File: config.mk
export PLATFORM = sky130hd
export DESIGN_NAME = issue_scoreboard
export DESIGN_NICKNAME = d
export VERILOG_FILES = /design/src/rtl/issue_scoreboard_pkg.sv /design/src/rtl/issue_scoreboard_reg_scoreboard.sv /design/src/rtl/issue_scoreboard.sv
export SDC_FILE = /design/constraint.sdc
export NUM_CORES = 1
export LEC_CHECK = 0
export BUFFER_PORTS_ARGS = -buffer_cell sky130_fd_sc_hd__buf_4
export CAP_MARGIN = 0
export CORE_MARGIN = 4
export CORE_UTILIZATION = 54
export DETAILED_ROUTE_END_ITERATION = 8
export PLACE_DENSITY_LB_ADDON = 0.25
export SYNTH_ARGS = -nofsm -noshare
export SYNTH_HDL_FRONTEND = slang
export SYNTH_SLANG_ARGS = --single-unit
File: constraint.sdc
create_clock -name clk -period 7 [get_ports clk]
set_input_delay 0 -clock clk [delete_from_list [all_inputs] [get_ports clk]]
set_output_delay 0 -clock clk [all_outputs]
set_load 0.005 [all_outputs]
File: src/rtl/issue_scoreboard_pkg.sv
// Shared decoder/issue/execute definitions: instruction-type codes and the decoded payload.
package issue_scoreboard_pkg;
  localparam int PKG_WIDTH            = 32;
  localparam int PKG_REG_WIDTH        = 5;
  localparam int PKG_INSTR_TYPE_WIDTH = 8;

  localparam logic [PKG_INSTR_TYPE_WIDTH-1:0] ILLEGAL_TYPE = 8'h7F;

  typedef enum logic [PKG_INSTR_TYPE_WIDTH-1:0] {
    TYPE_NOP     = 8'h00,
    TYPE_ALU     = 8'h01,
    TYPE_ALUI    = 8'h02,
    TYPE_LOAD    = 8'h03,
    TYPE_STORE   = 8'h04,
    TYPE_BRANCH  = 8'h05,
    TYPE_JUMP    = 8'h06,
    TYPE_ILLEGAL = 8'h7F
  } instr_type_e;

  typedef struct packed {
    instr_type_e                itype;
    logic [PKG_WIDTH-1:0]       imm;
    logic [PKG_REG_WIDTH-1:0]   rs1;
    logic [PKG_REG_WIDTH-1:0]   rs2;
    logic [PKG_REG_WIDTH-1:0]   rd;
    logic                       rs1e;
    logic                       rs2e;
    logic                       rde;
  } dec_instr_t;
endpackage

File: src/rtl/issue_scoreboard_reg_scoreboard.sv
// Busy-bit register scoreboard with set-over-clear priority and x0 masking.
// SCOREBOARD_WB_BYPASS_EN: read ports see the same-cycle writeback clear.
module reg_scoreboard #(
  parameter int REG_WIDTH = 5,
  parameter int NUM_REGS  = 32
) (
  input  logic                 clk,
  input  logic                 reset,
  input  logic                 i_set,
  input  logic [REG_WIDTH-1:0] i_set_rd,
  input  logic                 i_clr,
  input  logic [REG_WIDTH-1:0] i_clr_rd,
  input  logic [REG_WIDTH-1:0] i_rd_a,
  input  logic [REG_WIDTH-1:0] i_rd_b,
  input  logic [REG_WIDTH-1:0] i_rd_c,
  output logic                 o_busy_a,
  output logic                 o_busy_b,
  output logic                 o_busy_c,
  output logic [NUM_REGS-1:0]  o_busy
);
  logic [NUM_REGS-1:0] r_busy;
  logic [NUM_REGS-1:0] w_set_mask;
  logic [NUM_REGS-1:0] w_clr_mask;
  logic [NUM_REGS-1:0] w_rd_vec;

  always_comb begin
    w_set_mask = '0;
    w_clr_mask = '0;
    if (i_set) w_set_mask[i_set_rd] = 1'b1;
    if (i_clr) w_clr_mask[i_clr_rd] = 1'b1;
    // x0 is hardwired: it can never become busy
    w_set_mask[0] = 1'b0;
  end

  always_ff @(posedge clk or negedge reset) begin
    if (!reset) r_busy <= '0;
    else        r_busy <= (r_busy & ~w_clr_mask) | w_set_mask;
  end

`ifdef SCOREBOARD_WB_BYPASS_EN
  assign w_rd_vec = r_busy & ~w_clr_mask;
`else
  assign w_rd_vec = r_busy;
`endif

  assign o_busy_a = w_rd_vec[i_rd_a];
  assign o_busy_b = w_rd_vec[i_rd_b];
  assign o_busy_c = w_rd_vec[i_rd_c];
  assign o_busy   = r_busy;
endmodule

File: src/rtl/issue_scoreboard.sv
// In-order issue stage: holds a decoded instruction until its registers are hazard-free.
// SCOREBOARD_WB_BYPASS_EN lets a dependent issue in the same cycle as its writeback.
module issue_scoreboard
  import issue_scoreboard_pkg::*;
#(
  parameter int WIDTH            = 32,
  parameter int REG_WIDTH        = 5,
  parameter int NUM_REGS         = 32,
  parameter int INSTR_TYPE_WIDTH = 8,
  parameter int STALL_CNT_WIDTH  = 16
) (
  input  logic                        clk,
  input  logic                        reset,
  input  logic                        in_valid,
  output logic                        in_ready,
  input  logic [INSTR_TYPE_WIDTH-1:0] in_type,
  input  logic [WIDTH-1:0]            in_imm,
  input  logic [REG_WIDTH-1:0]        in_rs1,
  input  logic [REG_WIDTH-1:0]        in_rs2,
  input  logic [REG_WIDTH-1:0]        in_rd,
  input  logic                        in_rs1e,
  input  logic                        in_rs2e,
  input  logic                        in_rde,
  output logic                        out_valid,
  input  logic                        out_ready,
  output logic [INSTR_TYPE_WIDTH-1:0] out_type,
  output logic [WIDTH-1:0]            out_imm,
  output logic [REG_WIDTH-1:0]        out_rs1,
  output logic [REG_WIDTH-1:0]        out_rs2,
  output logic [REG_WIDTH-1:0]        out_rd,
  output logic                        out_rs1e,
  output logic                        out_rs2e,
  output logic                        out_rde,
  input  logic                        wb_valid,
  input  logic [REG_WIDTH-1:0]        wb_rd,
  input  logic                        flush,
  output logic                        illegal,
  output logic [NUM_REGS-1:0]         busy,
  output logic [STALL_CNT_WIDTH-1:0]  stall_cnt
);
  logic                        r_out_valid;
  logic [INSTR_TYPE_WIDTH-1:0] r_out_type;
  logic [WIDTH-1:0]            r_out_imm;
  logic [REG_WIDTH-1:0]        r_out_rs1, r_out_rs2, r_out_rd;
  logic                        r_out_rs1e, r_out_rs2e, r_out_rde;
  logic                        r_illegal;
  logic [STALL_CNT_WIDTH-1:0]  r_stall_cnt;

  logic w_busy_rs1, w_busy_rs2, w_busy_rd;
  logic w_is_illegal, w_hazard, w_slot_free, w_accept, w_issue, w_stall;

  reg_scoreboard #(.REG_WIDTH(REG_WIDTH), .NUM_REGS(NUM_REGS)) u_sb (
    .clk      (clk),
    .reset    (reset),
    .i_set    (w_issue & in_rde),
    .i_set_rd (in_rd),
    .i_clr    (wb_valid),
    .i_clr_rd (wb_rd),
    .i_rd_a   (in_rs1),
    .i_rd_b   (in_rs2),
    .i_rd_c   (in_rd),
    .o_busy_a (w_busy_rs1),
    .o_busy_b (w_busy_rs2),
    .o_busy_c (w_busy_rd),
    .o_busy   (busy)
  );

  assign w_is_illegal = (in_type == INSTR_TYPE_WIDTH'(ILLEGAL_TYPE));
  assign w_hazard     = (in_rs1e & w_busy_rs1) | (in_rs2e & w_busy_rs2) | (in_rde & w_busy_rd);
  assign w_slot_free  = !r_out_valid | out_ready;
  // Illegal instructions are dropped, so their operands cannot cause a hazard
  assign in_ready     = !flush & w_slot_free & (w_is_illegal | !w_hazard);
  assign w_accept     = in_valid & in_ready;
  assign w_issue      = w_accept & !w_is_illegal;
  assign w_stall      = in_valid & !in_ready & !flush;

  always_ff @(posedge clk or negedge reset) begin
    if (!reset) begin
      r_out_valid <= 1'b0;
      r_out_type  <= '0;
      r_out_imm   <= '0;
      r_out_rs1   <= '0;
      r_out_rs2   <= '0;
      r_out_rd    <= '0;
      r_out_rs1e  <= 1'b0;
      r_out_rs2e  <= 1'b0;
      r_out_rde   <= 1'b0;
      r_illegal   <= 1'b0;
      r_stall_cnt <= '0;
    end else begin
      r_illegal <= w_accept & w_is_illegal;
      if (w_stall && r_stall_cnt != '1)
        r_stall_cnt <= r_stall_cnt + STALL_CNT_WIDTH'(1);
      if (w_issue) begin
        r_out_valid <= 1'b1;
        r_out_type  <= in_type;
        r_out_imm   <= in_imm;
        r_out_rs1   <= in_rs1;
        r_out_rs2   <= in_rs2;
        r_out_rd    <= in_rd;
        r_out_rs1e  <= in_rs1e;
        r_out_rs2e  <= in_rs2e;
        r_out_rde   <= in_rde;
      end else if (flush || out_ready) begin
        r_out_valid <= 1'b0;
      end
    end
  end

  assign out_valid = r_out_valid;
  assign out_type  = r_out_type;
  assign out_imm   = r_out_imm;
  assign out_rs1   = r_out_rs1;
  assign out_rs2   = r_out_rs2;
  assign out_rd    = r_out_rd;
  assign out_rs1e  = r_out_rs1e;
  assign out_rs2e  = r_out_rs2e;
  assign out_rde   = r_out_rde;
  assign illegal   = r_illegal;
  assign stall_cnt = r_stall_cnt;
endmodule
==> results.py, run 1 <==
metrics = {
    "run_status": {
        "status": "finished, final reports clean",
    },
    "placement": {
        "io_buffers": 177,
        "place_hpwl_um": 10800,
        "gp_congestion": 0.9130,
        "dp_cells": 686,
        "pre_cts_slack_ps": 4049,
    },
    "detailed_routing": {
        "finalWirelength_um": 16860,
        "wl_per_cell_um": 22.19,
        "ant_nets": 0,
        "drc": 0,
        "first_pass_iters": 5,
        "route.vias.total": 4514,
        "drtIter0Drc": 398,
        "viasPerCell": 5.939,
    },
    "finish": {
        "instances_no_fill": 760,
        "n_fill_cell": 526,
        "drive_gt1_frac": 0.4374,
        "area_growth_pct": 43.63,
        "final_nets": 696,
        "diodes": 0,
        "fin_util": 0.7949,
    },
    "pwr": {
        "seqPwrFrac": 0.476,
        "clkPwrFrac": 0.251,
        "cellLeakagePower_uw": 0.003337,
        "switching_share": 0.3071,
        "max-vdd-ir-drop_uv": 156.0,
        "power_density_mw_per_mm2": 232.8,
        "p_int_uw": 1185,
        "power_switching_uw": 525.1,
        "comb_power_share": 0.273,
    },
    "clock_network": {
        "post_cts_buffers": 0,
        "cts-resized-gates": 0,
        "cts.sinks": 108,
        "cts-htree-levels": 3,
        "ctsLongestPathBuffers": 2,
        "root_buffer": "clkbuf_8",
        "cts_tree": "built",
        "numCtsBuffers": 9,
        "insertion_delay_ps": 390,
        "path_clk_slew_ps": 120,
    },
    "synth": {
        "yosysSeqAreaShare": 0.5285,
        "synth_cells": 394,
        "synth_most_common_cell": "dfrtp_1",
        "synth_edf_count": 0,
        "synth.area.top_cells": "dfrtp_1, mux2_2, mux4_2",
        "synth_top_area_frac": 0.5285,
        "synth.distinct_cells": 43,
        "synth-seq-cells": 108,
        "yosysTopAreaCell": "dfrtp_1",
        "netlist_area_mm2": 0.005114,
        "synthArstFlopShare": 1.000,
        "synthesis.nets": 464,
        "yosys-top-cells-count": "dfrtp_1, mux2_2, o21ai_0",
        "ys_warn_count": 0,
        "syn-mean-instance-area_um2": 12.98,
        "ys.flop_type": "dfrtp_1",
    },
    "worst_setup_path": {
        "cp.arrival_ps": 3500,
        "rr_worst_depth": 9,
        "critPathCapture": "u_sb.o_busy[7]",
        "path_max_fanout": 32,
        "r2r-end": "u_sb.o_busy[7]",
        "crit_path_start_kind": "flip-flop",
        "cp.required_ps": 7300,
        "r2r-start": "u_sb.o_busy[7]",
        "ff2ff_setup_slack_ps": 3800,
        "crit_type": "reg -> reg",
        "cp-end-kind": "flip-flop",
        "startpoint": "u_sb.o_busy[7]",
    },
    "global_routing": {
        "antenna_found_initial": 0,
        "grtUsageTotal": 0.3043,
        "grt_pass1_vias": 4602,
        "grt_overflow": 0,
        "grt_max_degree": 84,
        "grt_pass1_wl_um": 25830,
    },
    "sta": {
        "fin_crit_ps": 3199,
        "hold_viol_final": 0,
        "slew_viol_final": 0,
        "layout_setup_ws_ps": 3801,
        "finalSetupViolCount": 0,
        "worstMarginPinSlew_ps": 1049,
        "max_freq_mhz": 312.6,
        "max_slew_margin": 0.3004,
        "rsz0062_at_grt": "false",
        "period_share": 0.4569,
        "final.setup.tns_ps": 0,
        "finalClockSkew_ps": 25.18,
    },
    "floorplanning": {
        "start_util": 0.5534,
        "coreArea_mm2": 0.009240,
        "die_w_um": 105.3,
        "fp-row-count": 35,
        "pin_count": 178,
        "dieHeight_um": 105.3,
        "die_area_mm2": 0.01109,
    },
    "hold_path": {
        "hold_path.class": "in -> async",
    },
    "job": {
        "cap_viol_max_count": 0,
    },
}
-- power groups by stage --
stage	clock network, uW	logic [uW]	registers (uW)
2_1_floorplan	0	165	812
3_3_place_gp	0	419	810
3_5_place_dp	0	429	819
4_1_cts	424	457	806
5_1_grt	454	495	828
6_report	429	467	813
-- cell usage in the layout (no fill, tap or decap), types with 10 or more instances in the layout --
cell type	synthesis	final
mux4_2	17	17
nand3b_1	10	10
o21ai_1	31	31
dlygate4sd3_1	0	58
xnor2_1	13	13
dfrtp_1	108	108
buf_4	3	180
mux2i_1	23	23
nand2_1	11	11
mux2_2	50	50
nand4_1	11	11
o21ai_0	32	32
-- worst min-delay path by stage --
stage,endpoint,depth (start not counted),from,slack [ps]
floorplan,illegal,0,reset,-300
global placement,stall_cnt[8],1,reset,-70
detailed placement,stall_cnt[8],1,reset,-70
CTS,stall_cnt[8],2,reset,50
global route,out_rs1[0],2,in_rs1[0],60
finish,stall_cnt[8],2,reset,50
-- timing repair --
item / CTS / global route
setup endpoints to repair: 0 / 0
hold endpoints to repair: 83 / 0
hold buffers: 58 / 0
-- critical path: stages (launching register included) --
cell and delay (ps):
dfrtp_1 450, mux4_2 520, nor4b_1 350, a311oi_1 90
and4_1 260, nor4_4 270, buf_4 430, and2_1 280
nand3_2 240, o21ai_1 230
-- cells by family after synthesis --
family | share of synthesized area
mux | 0.2454
flops | 0.5285
buf+inv | 0.01859
compound gates | 0.08417
simple gates | 0.09689
xor+xnor | 0.02398
fa+ha+maj | 0.002446
-- sequential cells by signal, summed over array words and instances, names as in the netlist --
signal       flops
illegal          1
out_rs1e         1
out_type         8
u_sb.o_busy     32
out_rs2e         1
out_rde          1
out_imm         32
out_rd           5
stall_cnt       16
out_rs2          5
out_valid        1
out_rs1          5
-- metrics by stage --
step                cell area [um^2]  hold slack [ps]  power (uW)
detailed placement              6539           -67.61        1248
CTS                             7345            49.56        1687
global route                    7345            62.99        1777
finish                          7345            46.63        1710
floorplan                       5114           -295.6       977.5
global placement                6539           -69.28        1229
-- metal layers --
metal	up-vias	wire length (um)	global-route usage
met5	-	0	0
met4	0	532	0.1256
met3	45	1473	0.07165
met2	274	8683	0.5255
met1	2251	6171	0.3659
li1	1944	-	-
-- layout make-up --
class,count,area (um^2),area share
multi-input cells,267,2316,0.3153
well taps,129,161.4,0.02198
inverters,2,7.507,0.001022
clock inverters,7,101.3,0.01380
repair buffers,238,1932,0.2630
clock buffers,9,123.9,0.01687
flip-flops and latches,108,2703,0.3680
(Power assumes the default switching activity.)
==> run 2, diff against run 1 <==
- ABC_AREA: default -> 1
- CORE_UTILIZATION: 54 -> 47
- clock period: 7 -> 2.75 ns (I/O delays scaled with it)
==> results.py, run 2 <==
metrics = {
    "finish": {
        "mostFrequentLayoutCell": "nand2_1",
        "instances_no_fill": 1169,
        "layout_common_cells": "nand2_1, buf_4, dfrtp_1, nand3_1, inv_1",
        "final_nets": 1087,
        "area_growth_pct": 38.54,
        "regArea_mm2": 0.002703,
        "diodes": 0,
        "drive_gt1_frac": 0.2055,
        "n_fill_cell": 1012,
        "multiInputGateArea_mm2": 0.002650,
    },
    "worst_setup_path": {
        "cp.required_ps": 2990,
        "cp_top_family": "buffers and inverters",
        "cp_common_cell": "nand2_1",
        "r2r-start": "u_sb.o_busy[28]",
        "cp-end-kind": "flip-flop",
        "cp.arrival_ps": 2710,
        "ff2ff_setup_slack_ps": 290,
        "max_stage_delay_ps": 570,
        "slowest_stage": "dlygate4sd3_1",
        "crit_path_start_kind": "flip-flop",
        "path_buf_inv": 2,
        "rr_worst_depth": 13,
        "path_max_fanout": 50,
        "cp.depth": 13,
        "path_cells": "nand2_1 > nand3_1 > nand3_1 > nand2_1 > nand2_1 > nand3_1 > nand2_1 > nor2_1 > nor2_2 > nand4_4 > buf_6 > o21ai_1 > dlygate4sd3_1",
        "r2r-end": "out_valid",
        "critPathCapture": "out_valid",
        "startpoint": "u_sb.o_busy[28]",
        "crit_type": "reg -> reg",
    },
    "floorplanning": {
        "pin_count": 178,
        "start_util": 0.4793,
        "die_area_mm2": 0.01408,
        "fp-row-count": 40,
        "dieHeight_um": 118.7,
        "die_w_um": 118.7,
        "coreArea_mm2": 0.01201,
    },
    "clock_network": {
        "cts-htree-levels": 3,
        "root_buffer": "clkbuf_16",
        "numCtsBuffers": 9,
        "cts.sinks": 108,
        "cts_tree": "built",
        "ctsLongestPathBuffers": 2,
        "insertion_delay_ps": 360,
        "path_clk_slew_ps": 80,
    },
    "global_routing": {
        "grt_overflow": 0,
        "grtUsageTotal": 0.2716,
        "grt_pass1_vias": 6108,
        "grt_pass1_wl_um": 31040,
        "grt_max_degree": 64,
        "antenna_found_initial": 0,
    },
    "sta": {
        "max_freq_mhz": 406.4,
        "rsz0062_at_grt": "false",
        "worstMarginPinSlew_ps": 612.7,
        "fin_crit_ps": 2460,
        "hold_viol_final": 0,
        "max_slew_margin": 0.5915,
        "final.setup.tns_ps": 0,
        "layout_setup_ws_ps": 289.6,
        "slew_viol_final": 0,
        "finalClockSkew_ps": 8.517,
        "finalSetupViolCount": 0,
        "period_share": 0.8947,
    },
    "synth": {
        "synth_edf_count": 0,
        "yosys-top-cells-count": "nand2_1, dfrtp_1, nand3_1",
        "synth.distinct_cells": 27,
        "ys.flop_type": "dfrtp_1",
        "ys_warn_count": 0,
        "synth_top_area_frac": 0.4695,
        "synthesis.nets": 873,
        "synthArstFlopShare": 1.000,
        "synth_cells": 803,
        "syn-mean-instance-area_um2": 7.169,
        "yosysTopAreaCell": "dfrtp_1",
        "synth_most_common_cell": "nand2_1",
        "synth.area.top_cells": "dfrtp_1, nand2_1, nand3_1",
        "synth-seq-cells": 108,
        "netlist_area_mm2": 0.005757,
        "yosysSeqAreaShare": 0.4695,
    },
    "detailed_routing": {
        "finalWirelength_um": 18850,
        "drc": 0,
        "first_pass_iters": 7,
        "viasPerCell": 5.393,
        "route.vias.total": 6305,
        "ant_nets": 0,
        "wl_per_cell_um": 16.13,
        "drtIter0Drc": 554,
    },
    "placement": {
        "gp_congestion": 0.9465,
        "dp_cells": 1102,
        "pre_cts_slack_ps": 640.5,
        "place_hpwl_um": 12890,
        "io_buffers": 177,
    },
    "hold_path": {
        "hold_path.class": "in -> reg",
    },
    "job": {
        "cap_viol_max_count": 0,
    },
    "pwr": {
        "max-vdd-ir-drop_uv": 274.3,
        "power_density_mw_per_mm2": 574.8,
        "fin_total_pwr_uw": 4584,
        "cellLeakagePower_uw": 0.004193,
    },
    "run_status": {
        "status": "finished, final reports clean",
    },
}
[run 2: cell types whose count changed after synthesis, moves of 23 or more]
cell,previous run,this run
nand2_1,11,344
nor2_1,4,39
mux2_2,50,0
nand3_1,5,95
mux2i_1,23,0
inv_1,2,53
[run 2: final cells by class]
class	instances	area share
Clock inverter	7	0.009413
Inverter	60	0.02887
Multi-Input combinational cell	603	0.3323
Timing Repair Buffer	235	0.2393
Sequential cell	108	0.3389
Clock buffer	9	0.02824
Tap cell	147	0.02306
[run 2: metal layers]
layer,share of wire,GRT usage
met2,0.46,0.4284
met1,0.42,0.3690
met5,0,0
met4,0.023,0.1072
met3,0.093,0.05359
[run 2: worst min-delay path by stage]
stage	to	cells past startpoint	start
5_1_grt	out_rd[4]	3	in_rd[4]
4_1_cts	out_rs2[2]	3	in_rs2[2]
3_5_place_dp	out_rs1[1]	1	reset
6_report	out_rd[4]	3	in_rd[4]
2_1_floorplan	illegal	0	reset
3_3_place_gp	out_rs1[1]	1	reset
[run 2: where the power goes]
| group | total (uW) | switching (uW) | internal (uW) | leakage (uW) |
|---|---|---|---|---|
| Combinational | 1190 | 575 | 612 | 0.00264 |
| Sequential | 2080 | 233 | 1840 | 0.00140 |
| Clock | 1320 | 608 | 713 | 0.000150 |
| Total | 4580 | 1420 | 3170 | 0.00419 |
[run 2: worst reg2reg max path, delay by kind of cell, from the launching register on]
| kind | cells | cell delay, ps |
|---|---|---|
| buffers and inverters | 2 | 910 |
| and+or+nand+nor | 10 | 810 |
| AOI/OAI and AO/OA | 1 | 140 |
| DFF | 1 | 490 |
[run 2: kinds of logic (layout without fill, tap and decap cells)]
| kind of cell | Yosys count | count (layout) | synth area share |
|---|---|---|---|
| AO/OA/AOI/OAI | 63 | 63 | 0.05586 |
| XOR/XNOR | 11 | 11 | 0.01674 |
| adder cells (fa/ha/maj) | 1 | 1 | 0.002173 |
| buffers and inverters | 92 | 311 | 0.07172 |
| flip-flops | 108 | 108 | 0.4695 |
| AND/OR/NAND/NOR | 528 | 528 | 0.3840 |
[run 2: through the flow]
| stage | hold WS, ps | cell area [um^2] | util |
|---|---|---|---|
| 6_report | 48.65 | 7975 | 0.6640 |
| 5_1_grt | 59.20 | 7975 | 0.6640 |
| 4_1_cts | 25.30 | 7971 | 0.6636 |
| 3_5_place_dp | 58.63 | 7161 | 0.5961 |
| 3_3_place_gp | 48.48 | 7161 | 0.5961 |
| 2_1_floorplan | -295.6 | 5757 | - |
[run 2: repair_timing]
item	CTS	global route
gates resized for setup	0	1
setup endpoints to repair	0	1
hold buffers	51	0
hold endpoints to repair	94	0
setup buffers	0	0
